**config.mk**
```make
export PLATFORM = sky130hd
export DESIGN_NAME = player_engine
export DESIGN_NICKNAME = d
export VERILOG_FILES = /design/src/rtl/bomberman_pkg.sv /design/src/rtl/inv_timer.sv /design/src/rtl/player_engine.sv
export SDC_FILE = /design/constraint.sdc
export NUM_CORES = 1
export LEC_CHECK = 0
export BUFFER_PORTS_ARGS = -buffer_cell sky130_fd_sc_hd__clkbuf_2
export CAP_MARGIN = 20
export CELL_PAD_IN_SITES_DETAIL_PLACEMENT = 2
export CELL_PAD_IN_SITES_GLOBAL_PLACEMENT = 2
export CORE_MARGIN = 1.5
export CORE_UTILIZATION = 29
export CTS_BUF_LIST = sky130_fd_sc_hd__clkbuf_16
export CTS_CLUSTER_DIAMETER = 80
export DETAILED_ROUTE_END_ITERATION = 6
export PLACE_DENSITY_LB_ADDON = 0.1
export SYNTH_ARGS = -nofsm -noshare
export SYNTH_HDL_FRONTEND = slang
export SYNTH_SLANG_ARGS = --single-unit
```
**constraint.sdc**
```tcl
create_clock -name clock -period 3 [get_ports clock]
set_clock_uncertainty 0.2 [all_clocks]
set_input_delay 0.3 -clock clock [delete_from_list [all_inputs] [get_ports clock]]
set_output_delay 0.3 -clock clock [all_outputs]
set_load 0.05 [all_outputs]
```
**src/rtl/bomberman_pkg.sv**
```systemverilog
// Shared types and constants for the bomberman player logic: FSM encoding,
// sprite corner indices, walkable tile id and playfield bounds.
package bomberman_pkg;

    typedef enum logic [2:0] {
        IDLE,
        ISSUE,
        WAIT,
        MOVE,
        DONE
    } state_t;

    // Bit 0 selects the right edge, bit 1 the bottom edge of the sprite.
    localparam logic [1:0] CORNER_TL = 2'd0;
    localparam logic [1:0] CORNER_TR = 2'd1;
    localparam logic [1:0] CORNER_BL = 2'd2;
    localparam logic [1:0] CORNER_BR = 2'd3;

    localparam logic [3:0] EMPTY_TILE = 4'd0;

    localparam int PF_MIN_X = 72;
    localparam int PF_MAX_X = 232;
    localparam int PF_MIN_Y = 32;
    localparam int PF_MAX_Y = 192;

endpackage

```
**src/rtl/inv_timer.sv**
```systemverilog
// Invincibility countdown: load restarts the count, it then decrements every
// clock down to zero; active is high while the count is nonzero.
module inv_timer #(
    parameter int INV_CYCLES = 100000000
) (
    input  logic clock,
    input  logic reset,
    input  logic clear,
    input  logic load,
    output logic active
);

    localparam int CNT_W = $clog2(INV_CYCLES + 1);
    localparam logic [CNT_W-1:0] LOAD_VAL = CNT_W'(INV_CYCLES);

    logic [CNT_W-1:0] count_q, count_d;

    always_comb begin
        count_d = count_q;
        if (clear) begin
            count_d = '0;
        end else if (load) begin
            count_d = LOAD_VAL;
        end else if (count_q != '0) begin
            count_d = count_q - 1'b1;
        end
    end

    always_ff @(posedge clock or posedge reset) begin
        if (reset) begin
            count_q <= '0;
        end else begin
            count_q <= count_d;
        end
    end

    assign active = (count_q != '0);

endmodule

```
**src/rtl/player_engine.sv**
```systemverilog
// Player movement/damage engine: each step probes the four sprite corners
// against the tile map, then moves per axis and applies explosion damage.
module player_engine
    import bomberman_pkg::*;
#(
    parameter int         COORD_W    = 9,
    parameter int         START_X    = 72,
    parameter int         START_Y    = 112,
    parameter int         MIN_X      = PF_MIN_X,
    parameter int         MAX_X      = PF_MAX_X,
    parameter int         MIN_Y      = PF_MIN_Y,
    parameter int         MAX_Y      = PF_MAX_Y,
    parameter logic [4:0] SPEED      = 5'd2,
    parameter int         SPRITE     = 16,
    parameter int         LIVES_MAX  = 3,
    parameter int         INV_CYCLES = 100000000,
    parameter logic [3:0] EMPTY_TILE = bomberman_pkg::EMPTY_TILE
) (
    input  logic               clock,
    input  logic               reset,
    input  logic               player_reset,
    input  logic               step,
    input  logic               xmov,
    input  logic               xdir,
    input  logic               ymov,
    input  logic               ydir,
    output logic [COORD_W-1:0] probe_x,
    output logic [COORD_W-1:0] probe_y,
    output logic               probe_valid,
    input  logic [3:0]         probe_tile_id,
    input  logic               probe_explosion,
    output logic [COORD_W-1:0] pos_x,
    output logic [COORD_W-1:0] pos_y,
    output logic [1:0]         lives,
    output logic               is_invincible,
    output logic               dead,
    output logic               busy,
    output logic               done
);

    localparam logic [COORD_W-1:0] STEP_C    = COORD_W'(SPEED);
    localparam logic [COORD_W-1:0] EDGE_OFS  = COORD_W'(SPRITE - 1);
    localparam logic [COORD_W-1:0] X_INC_LIM = COORD_W'(MAX_X - int'(SPEED));
    localparam logic [COORD_W-1:0] X_DEC_LIM = COORD_W'(MIN_X + int'(SPEED));
    localparam logic [COORD_W-1:0] Y_INC_LIM = COORD_W'(MAX_Y - int'(SPEED));
    localparam logic [COORD_W-1:0] Y_DEC_LIM = COORD_W'(MIN_Y + int'(SPEED));
    localparam logic [COORD_W-1:0] START_XC  = COORD_W'(START_X);
    localparam logic [COORD_W-1:0] START_YC  = COORD_W'(START_Y);
    localparam logic [1:0]         LIVES_C   = 2'(LIVES_MAX);

    function automatic logic [COORD_W-1:0] corner_coord(input logic [COORD_W-1:0] base,
                                                        input logic far_edge);
        return far_edge ? base + EDGE_OFS : base;
    endfunction

    state_t             state_q, state_d;
    logic [1:0]         corner_q, corner_d, next_corner;
    logic [3:0]         empty_q, empty_d;
    logic               hit_q, hit_d;
    logic [COORD_W-1:0] pos_x_q, pos_x_d, pos_y_q, pos_y_d;
    logic [1:0]         lives_q, lives_d;
    logic               probe_valid_q, probe_valid_d;
    logic [COORD_W-1:0] probe_x_q, probe_x_d, probe_y_q, probe_y_d;
    logic               timer_load;

    inv_timer #(
        .INV_CYCLES(INV_CYCLES)
    ) u_inv_timer (
        .clock (clock),
        .reset (reset),
        .clear (player_reset),
        .load  (timer_load),
        .active(is_invincible)
    );

    always_comb begin
        state_d       = state_q;
        corner_d      = corner_q;
        empty_d       = empty_q;
        hit_d         = hit_q;
        pos_x_d       = pos_x_q;
        pos_y_d       = pos_y_q;
        lives_d       = lives_q;
        probe_valid_d = 1'b0;
        probe_x_d     = probe_x_q;
        probe_y_d     = probe_y_q;
        timer_load    = 1'b0;
        next_corner   = corner_q + 2'd1;

        if (player_reset) begin
            state_d  = IDLE;
            corner_d = CORNER_TL;
            empty_d  = '0;
            hit_d    = 1'b0;
            pos_x_d  = START_XC;
            pos_y_d  = START_YC;
            lives_d  = LIVES_C;
        end else begin
            unique case (state_q)
                IDLE: begin
                    if (step && !dead) begin
                        state_d       = ISSUE;
                        corner_d      = CORNER_TL;
                        empty_d       = '0;
                        hit_d         = 1'b0;
                        probe_valid_d = 1'b1;
                        probe_x_d     = pos_x_q;
                        probe_y_d     = pos_y_q;
                    end
                end
                ISSUE: state_d = WAIT;
                WAIT: begin
                    empty_d[corner_q] = (probe_tile_id == EMPTY_TILE);
                    hit_d             = hit_q | probe_explosion;
                    if (corner_q == CORNER_BR) begin
                        state_d = MOVE;
                    end else begin
                        // The next probe is registered here so it appears one cycle after WAIT.
                        state_d       = ISSUE;
                        corner_d      = next_corner;
                        probe_valid_d = 1'b1;
                        probe_x_d     = corner_coord(pos_x_q, next_corner[0]);
                        probe_y_d     = corner_coord(pos_y_q, next_corner[1]);
                    end
                end
                MOVE: begin
                    state_d = DONE;
                    if (!dead && xmov) begin
                        if (xdir) begin
                            if (empty_q[CORNER_TR] && empty_q[CORNER_BR] && pos_x_q <= X_INC_LIM)
                                pos_x_d = pos_x_q + STEP_C;
                        end else if (empty_q[CORNER_TL] && empty_q[CORNER_BL] && pos_x_q >= X_DEC_LIM) begin
                            pos_x_d = pos_x_q - STEP_C;
                        end
                    end
                    if (!dead && ymov) begin
                        if (ydir) begin
                            if (empty_q[CORNER_BL] && empty_q[CORNER_BR] && pos_y_q <= Y_INC_LIM)
                                pos_y_d = pos_y_q + STEP_C;
                        end else if (empty_q[CORNER_TL] && empty_q[CORNER_TR] && pos_y_q >= Y_DEC_LIM) begin
                            pos_y_d = pos_y_q - STEP_C;
                        end
                    end
                    if (hit_q && !is_invincible) begin
                        timer_load = 1'b1;
                        if (lives_q != 2'd0) lives_d = lives_q - 2'd1;
                    end
                end
                DONE: begin
                    state_d = IDLE;
                    hit_d   = 1'b0;
                end
                default: state_d = IDLE;
            endcase
        end
    end

    always_ff @(posedge clock or posedge reset) begin
        if (reset) begin
            state_q       <= IDLE;
            corner_q      <= CORNER_TL;
            empty_q       <= '0;
            hit_q         <= 1'b0;
            pos_x_q       <= START_XC;
            pos_y_q       <= START_YC;
            lives_q       <= LIVES_C;
            probe_valid_q <= 1'b0;
            probe_x_q     <= '0;
            probe_y_q     <= '0;
        end else begin
            state_q       <= state_d;
            corner_q      <= corner_d;
            empty_q       <= empty_d;
            hit_q         <= hit_d;
            pos_x_q       <= pos_x_d;
            pos_y_q       <= pos_y_d;
            lives_q       <= lives_d;
            probe_valid_q <= probe_valid_d;
            probe_x_q     <= probe_x_d;
            probe_y_q     <= probe_y_d;
        end
    end

    assign probe_valid = probe_valid_q;
    assign probe_x     = probe_x_q;
    assign probe_y     = probe_y_q;
    assign pos_x       = pos_x_q;
    assign pos_y       = pos_y_q;
    assign lives       = lives_q;
    assign dead        = (lives_q == 2'd0);
    assign busy        = (state_q != IDLE);
    assign done        = (state_q == DONE);

endmodule

```
# [After elaboration in Yosys (flattened, before gate mapping)]
# Index checks and enable logic that the tools add are counted.
[totals] rom_bits=0 regBits=76 elab_cells=129 inputBits=13 out_inout_bits=43 ram_bits=0 latch_bits=0 memories=0
[classes] addsub=9 reduce_logical=39 shift=0 eq_ne=11 div_mod_pow=0 multipliers=0 n_lt_le_gt_ge=6 n_mux=51 n_bitwise=2
[ops] operator="$mux 9" count=18
[ops] operator="$mux 27" count=3
[ops] operator="$pmux 9 s2" count=2
[ops] operator="$reduce_bool 27->1" count=1
[ops] operator="$sub 27x1->27 const B" count=1
[ops] operator="$add 9x2->9 const B" count=2
[ops] operator="$add 9x4->9 const B" count=2
[ops] operator="$le 9x8->1 const B" count=2
[ops] operator="$sub 9x2->9 const B" count=2
[ops] operator="$mux 2" count=8
[ops] operator="$reduce_bool 3->1" count=5
[ops] operator="$reduce_bool 2->1" count=7
[ops] operator="$logic_and 1x1->1" count=13
[ops] operator="$pmux 3 s4" count=1
[ops] operator="$reduce_and 4->1" count=3
[ops] operator="$ge 9x6->1 const B" count=1
[ops] operator="$ge 9x7->1 const B" count=1
[ops] operator="$mux 1" count=9
[ops] operator="$mux 4" count=2
[ops] operator="$pmux 4 s2" count=1
[ops] operator="$eq 3x2->1 const B" count=2
[ops] operator="$mux 3" count=2
[ops] operator="$ne 3x2->1 const B" count=2
[ops] operator="$ne 3x3->1 const B" count=2
[ops] operator="22 further kinds" count=26

# [Longest topological paths before layout]
# Gate-level depths: netlist (run 1).
[logic_depth] ltp_word=8 depth_mapped=9 depth_no_buf=7

# [Hierarchy]
# Synthesis (run 1) repeated with hierarchy kept, for this count alone.
[hier_totals] cells_unflattened=527 hier_area_um2=4744.6
[modules_own_cells] mod="player_engine" instances=1 area_per_inst_um2=3208.1 seq_area_each_um2=1184.9 cells_per_inst=352
[modules_own_cells] mod="inv_timer" instances=1 area_per_inst_um2=1536.5 seq_area_each_um2=675.6 cells_per_inst=175

# [Least setup slack after synthesis (run 1)]
# Ideal clock, no wire load.
[synth_timing] kind="reg-to-reg" start="register pos_y_q[2], in the netlist pos_y[2]" end="register pos_y_q[2], in the netlist pos_y[2]" arrival_time_ns=2.503 path_stages_with_launch=7 setup_ns=0.126 slack_ns=0.171 n_path_buf=0 required_time_ns=2.674 synth_period_minus_slack_ns=2.829 cell_sequence="dfrtp_1 -> inv_1 -> ha_1 -> or4b_1 -> a2111o_1 -> and3b_4 -> o311a_1"
[synth_between] elab_chain_len=6 word_cells_on_any_way=15 cone_classes="add/sub (2); order compare (2); eq/ne (1); mux (6); reduce/logical (4)"
[synth_lines] element="from (decl)" line_no="player_engine.sv:60" source="logic [COORD_W-1:0] pos_x_q, pos_x_d, pos_y_q, pos_y_d;"
[synth_lines] element="from (signal assigned)" line_no="player_engine.sv:176" source="pos_y_q <= pos_y_d;"
[synth_lines] element="$sub 9x2->9 / $add 9x2->9 (equally long branches)" line_no="player_engine.sv:141, player_engine.sv:139"
[synth_lines] element="$mux 9 (on tied branches)" line_no="player_engine.sv:140, player_engine.sv:138"
[synth_lines] element="$mux 9" line_no="player_engine.sv:137" source="if (ydir) begin"
[synth_lines] element="$mux 9" line_no="player_engine.sv:136" source="if (!dead && ymov) begin"
[synth_lines] element="$mux 9" line_no="player_engine.sv:99" source="unique case (state_q)"
[synth_lines] element="$mux 9" line_no="player_engine.sv:90" source="if (player_reset) begin"
# Parallel ways exist; a longest one is shown, timed or not. The select of a mux whose other input is x is not followed.
# A chain may end at the register's enable or synchronous reset.

# [Worst setup path after layout (run 1)]
[layout_timing] start="register pos_y_q[1], in the netlist pos_y[1]" end="register pos_y_q[4], in the netlist pos_y[4]"
# Same word-level chain as after synthesis.

==> results of run 1 <==
[metal layers]
layer	GRT usage, %	wire length [um]
met1	24.8	6950
met2	33.7	7520
met3	2.93	443
met4	5.75	217
met5	0	0
[worst max path at each step]
stage                               startpoint                endpoint
after floorplan           pos_y[2]$_DFFE_PP0P_    pos_y[2]$_DFFE_PP0P_
after global placement    pos_y[2]$_DFFE_PP0P_    pos_y[4]$_DFFE_PP1P_
after detailed placement  lives[0]$_DFFE_PP1P_  probe_x[7]$_DFFE_PP0P_
after CTS                 lives[0]$_DFFE_PP1P_  probe_x[6]$_DFFE_PP0P_
after global routing      pos_y[1]$_DFFE_PP0P_    pos_y[7]$_DFFE_PP0P_
final                     pos_y[1]$_DFFE_PP0P_    pos_y[4]$_DFFE_PP1P_
[cell families after synthesis]
group	Yosys count	synth area share, %
buffers and inverters	39	3.82
other	1	0.0790
adders and majority gates	28	7.70
AOI/OAI and AO/OA	133	17.6
muxes	5	1.13
and+or+nand+nor	209	25.3
xor gates and xnor gates	28	5.17
DFF	74	39.2
[stage by stage]
| step | hold slack (ns) | power, mW | cells |
|---|---|---|---|
| floorplan | 0.275 | 2.63 | 518 |
| global placement | 0.179 | 3.04 | 779 |
| detailed placement | 0.178 | 3.12 | 779 |
| CTS | 0.0615 | 4.26 | 796 |
| global route | 0.105 | 4.50 | 796 |
| finish | 0.0594 | 4.18 | 796 |
[worst max-delay path: cells and delay by family, from the launching register on]
family,cells,cell delay (ns)
buf+inv,1,0.24
flops,1,0.50
simple gates,3,0.85
compound gates,2,0.64
fa+ha+maj,1,0.20
[power by group]
| part | internal, mW | switching (mW) | total (mW) |
|---|---|---|---|
| clock | 0.643 | 0.461 | 1.10 |
| combinational | 0.668 | 1.06 | 1.72 |
| sequential | 1.16 | 0.193 | 1.36 |
| total | 2.47 | 1.71 | 4.18 |
[cells in the final DEF, fill, tap and decap left out, types with 11 or more instances in the layout]
master,netlist,routed
dfrtp_1,67,67
clkbuf_2,1,53
nand2_1,52,52
a21oi_1,40,40
o21ai_0,39,39
ha_1,26,26
nor2_1,24,24
nor3_1,24,24
inv_1,20,19
nand3_1,17,17
xnor2_1,14,14
xor2_1,14,14
buf_4,2,11
[flip-flops by register name, indices dropped and copies added (netlist names)]
signal and flops:
pos_y 8, state_q 3, lives 2, probe_x 9
corner_q 2, pos_x 8, probe_valid 1, empty_q 4
hit_q 1, u_inv_timer.count_q 27, probe_y 9
[cell type report]
| type | count | area, um^2 | area share [%] |
|---|---|---|---|
| clock buffer | 9 | 225 | 4.04 |
| timing repair buffer | 65 | 358 | 6.43 |
| inverter | 20 | 76.3 | 1.37 |
| clock inverter | 7 | 70.1 | 1.26 |
| multi-input combinational | 405 | 2710 | 48.6 |
| tap | 216 | 270 | 4.85 |
| sequential | 74 | 1860 | 33.4 |
==> flow_summary_export.csv, run 1 <==
group,metric,value,unit
critical_path,crit_arrival,2.78,ns
run,drv_cap,0,
sta,worst_pin_slew,0.763,ns
power_and_ir_drop,ir_drop,0.511,mV
logic_synthesis,synth.area.top_cells,"dfrtp_1, ha_1, a21oi_1, o21ai_0, nand2_1",
cts,worstSkewPairLatency,0.34,ns
cts,cts_setup_buffers,0,
routing,drc_errors,0,
sta,finalSetupViolations,0,
die,io_pins,56,
final_layout,area_growth_syn_to_layout,17.3,%
logic_synthesis,yosysTopAreaCellShare,35.3,%
place,preCtsSetupSlack,0.265,ns
final_layout,nNetsFinal,616,
cts,cts_buffer_depth,2,
logic_synthesis,yosys.cell_count.top_type,"dfrtp_1",
critical_path,critPathKind,"reg2reg",
sta,grt_setup_unrepaired,"false",
critical_path,cp_max_fo,9,
routing,route.vias.total,4219,
critical_path,slowest_delay,0.50,ns
logic_synthesis,postSynth.asyncResetShare,100,%
place,dp_hpwl,11200,um
logic_synthesis,synthCells,517,
sta,fmax,363,MHz
die,die_h,131,um
sta,tns,0,ns
place,portBuffers,53,
cts,htreeDepth,3,
critical_path,reg2regPathDepth,7,
cts,postCtsHoldBufs,1,
die,die_w,131,um
critical_path,cp_cell_sequence,"inv_1 -> ha_1 -> or4b_1 -> a2111o_1 -> and3b_4 -> nor2_1 -> o311ai_0",
critical_path,cp-start-kind,"flip-flop",
sta,relSlewSlack,48.7,%
routing,wl,15100,um
die,die-area,17100,um^2
hold_path,hold_path_depth,3,
hold_path,min_path_type,"in2reg",
logic_synthesis,ys.flop_type,"dfrtp_1",
global_routing,antenna_found_initial,0,
cts,cts_root_buf,"clkbuf_16",
critical_path,r2r-start,"pos_y[1]$_DFFE_PP0P_",
place,placed_area,5260,um^2
critical_path,r2r_end,"pos_y[4]$_DFFE_PP1P_",
hold_path,hp-start,"probe_explosion",
logic_synthesis,synth_cell_types,74,
global_routing,grt_start_max_net_pins,34,
critical_path,rrSetupSlack,0.25,ns
die,rows,46,
sta,finalCritPeriodShare,91.7,%
global_routing,grt_pass1_wl,25400,um
place,place.gp.congestion,0.780,
global_routing,track_usage,19.3,%
final_layout,nFillCells,1838,
sta,setup_ws,0.248,ns
sta,period_needed,2.75,ns
routing,ant_nets,0,
cts,cts_tree,"built",
routing,vias_per_cell,5.30,
power_and_ir_drop,p_leak,2.46,nW
die,core_area,15900,um^2
global_routing,grt_pass1_vias,4634,
hold_path,holdPathEnd,"hit_q$_DFFE_PP0P_",
status,outcome,"finished, final reports clean",
logic_synthesis,synth.yosys.seq_area_share,39.2,%
cts,cts_sinks,74,
sta,final_max_slew_viol_count,0,
final_layout,fin_util,34.9,%
global_routing,grt_remaining_overflow,0,
logic_synthesis,synth_edf_count,0,
final_layout,fin_area,5570,um^2
critical_path,cp.required,3.03,ns
power_and_ir_drop,p_per_area,752,nW/um^2
cts,cts_buffers,9,
final_layout,drive_gt1_share,20.2,%
sta,finalHoldViolations,0,
logic_synthesis,yosysWarnings,0,
logic_synthesis,syn_area,4750,um^2
routing,drtPass1Iterations,4,
routing,wl_per_cell,19.0,um
logic_synthesis,syn_avg_cell_area,9.18,um^2
die,initial_core_util,29.8,%
logic_synthesis,synth_common_cells,"dfrtp_1, nand2_1, a21oi_1, o21ai_0, ha_1",
critical_path,cp_slowest_cell,"dfrtp_1",
cts,cts.repair.resized,0,
cts,clk_pin_slew,0.06,ns
routing,drtIter0Drc,164,
critical_path,critPathCaptureType,"flip-flop",
logic_synthesis,synth_top_area_cell,"dfrtp_1",
logic_synthesis,ys_ff_latch,74,
final_layout,diodes,0,
Note: power is estimated with default switching activity, not from simulation.
==> run 2: changes to the inputs <==
Settings changed: CELL_PAD_IN_SITES_DETAIL_PLACEMENT 2 to 1.
==> flow_summary_export.csv, run 2 (synthesis gave the netlist of run 1 again) <==
group,metric,value,unit
status,outcome,"finished, final reports clean",
critical_path,cp-start-kind,"flip-flop",
critical_path,crit_start,"pos_y[2]$_DFFE_PP0P_",
cts,clk_pin_slew,0.06,ns
place,portBuffers,53,
sta,tns,0,ns
run,drv_cap,0,
final_layout,layout_commonest_cell,"dfrtp_1",
sta,final_max_slew_viol_count,0,
sta,holdWs,0.0562,ns
cts,cts.repair.resized,0,
global_routing,antenna_found_initial,0,
critical_path,slowest_delay,0.54,ns
final_layout,multi_input_area,2710,um^2
place,dp_hpwl,10400,um
global_routing,grt_remaining_overflow,0,
global_routing,grt_start_max_net_pins,34,
final_layout,drive_gt1_share,20.2,%
sta,relSlewSlack,44.0,%
final_layout,area_growth_syn_to_layout,18.3,%
sta,grt_setup_unrepaired,"false",
final_layout,final_cell_mix,"dfrtp_1, clkbuf_2, nand2_1",
final_layout,nFillCells,1908,
die,die_w,131,um
die,rows,46,
hold_path,hp-start,"probe_explosion",
power_and_ir_drop,p_per_area,770,nW/um^2
critical_path,critPathCaptureType,"flip-flop",
cts,cts_sinks,74,
power_and_ir_drop,p_leak,2.48,nW
die,die_h,131,um
critical_path,cp_slowest_cell,"dfrtp_1",
sta,finalCritPeriodShare,91.0,%
global_routing,track_usage,17.9,%
routing,drtIter0Drc,146,
critical_path,critPathKind,"reg2reg",
global_routing,grt_pass1_vias,4383,
cts,cts_root_buf,"clkbuf_16",
routing,vias_per_cell,5.24,
die,io_pins,56,
routing,drtPass1Iterations,4,
cts,worstSkewPairLatency,0.35,ns
critical_path,cp_max_fo,8,
critical_path,crit_arrival,2.76,ns
routing,ant_nets,0,
final_layout,diodes,0,
cts,postCtsHoldBufs,1,
cts,cts_buffers,9,
power_and_ir_drop,ir_drop,0.447,mV
final_layout,ff_latch_area,1860,um^2
critical_path,cp_top_family,"simple AND/OR/NAND/NOR gates",
sta,fmax,366,MHz
critical_path,r2r-start,"pos_y[2]$_DFFE_PP0P_",
routing,wl_per_cell,17.7,um
cts,cts_tree,"built",
critical_path,cp.required,3.03,ns
sta,period_needed,2.73,ns
cts,cts_buffer_depth,2,
final_layout,nNetsFinal,616,
routing,wl,14100,um
sta,finalHoldViolations,0,
final_layout,fin_util,35.2,%
place,place.gp.congestion,0.780,
sta,finalSetupViolations,0,
die,die-area,17100,um^2
hold_path,min_path_type,"in2reg",
final_layout,regMostFlops,"u_inv_timer.count_q",
die,initial_core_util,29.8,%
cts,cts_setup_buffers,0,
final_layout,largest_reg_flops,27,
critical_path,crit_buf_inv,1,
cts,htreeDepth,3,
routing,drc_errors,0,
die,core_area,15900,um^2
routing,route.vias.total,4173,
global_routing,grt_pass1_wl,23500,um
sta,worst_pin_slew,0.833,ns
critical_path,cp_cell_sequence,"inv_1 -> ha_1 -> or4b_1 -> a2111o_1 -> and3b_4 -> nor2_1 -> o311ai_0",
run 2: layout make-up:
cell class	count	area share, %
sequential	74	33.1
clock inverter	7	2.09
tap	216	4.81
multi-input combinational	405	48.2
clock buffer	9	4.01
timing repair buffer	65	6.37
inverter	20	1.36
run 2: routing by layer:
layer  track usage [%]  vias to the layer above  wire length, um  part of all wire (%)
met5                 0                        -                0                     0
met4              6.27                        0              250                   1.8
met3              4.19                       19              476                   3.4
met2              29.6                       63             6710                    48
met1              23.0                     2082             6630                    47
li1                  -                     2009                -                     -
run 2: worst min-delay path, delay by kind of cell:
family | cells | cell delay (ns)
AO/OA/AOI/OAI | 2 | 0.18
buffers and inverters | 1 | 0.08
run 2: path summary, 6_finish.rpt:
| kind | endpoint | slack, ns | cells after the start |
|---|---|---|---|
| min in group asynchronous | pos_x[8]$_DFFE_PP0P_ | 0.34 | 3 |
| hold reg to reg | probe_x[5]$_DFFE_PP0P_ | 0.28 | 2 |
| max in group asynchronous | pos_y[5]$_DFFE_PP1P_ | 1.49 | 4 |
| setup reg to reg | pos_y[4]$_DFFE_PP1P_ | 0.27 | 7 |
| setup / recovery | pos_y[4]$_DFFE_PP1P_ | 0.27 | 7 |
| hold / removal | hit_q$_DFFE_PP0P_ | 0.06 | 3 |
run 2: stage by stage:
stage               area, um^2  std cells  worst slack (ns)  total power [mW]
global route              5620        796            0.0671              4.64
CTS                       5620        796             0.284              4.39
detailed placement        5260        779             0.302              3.08
floorplan                 4750        518             0.171              2.63
global placement          5260        779             0.353              3.04
finish                    5620        796             0.271              4.32
run 2: power by group:
group          leakage [nW]  total, mW  internal (mW)  switching (mW)
combinational          1.33       1.71          0.667            1.04
clock                 0.169       1.26          0.812           0.452
sequential            0.981       1.35           1.16           0.190
total                  2.48       4.32           2.64            1.68
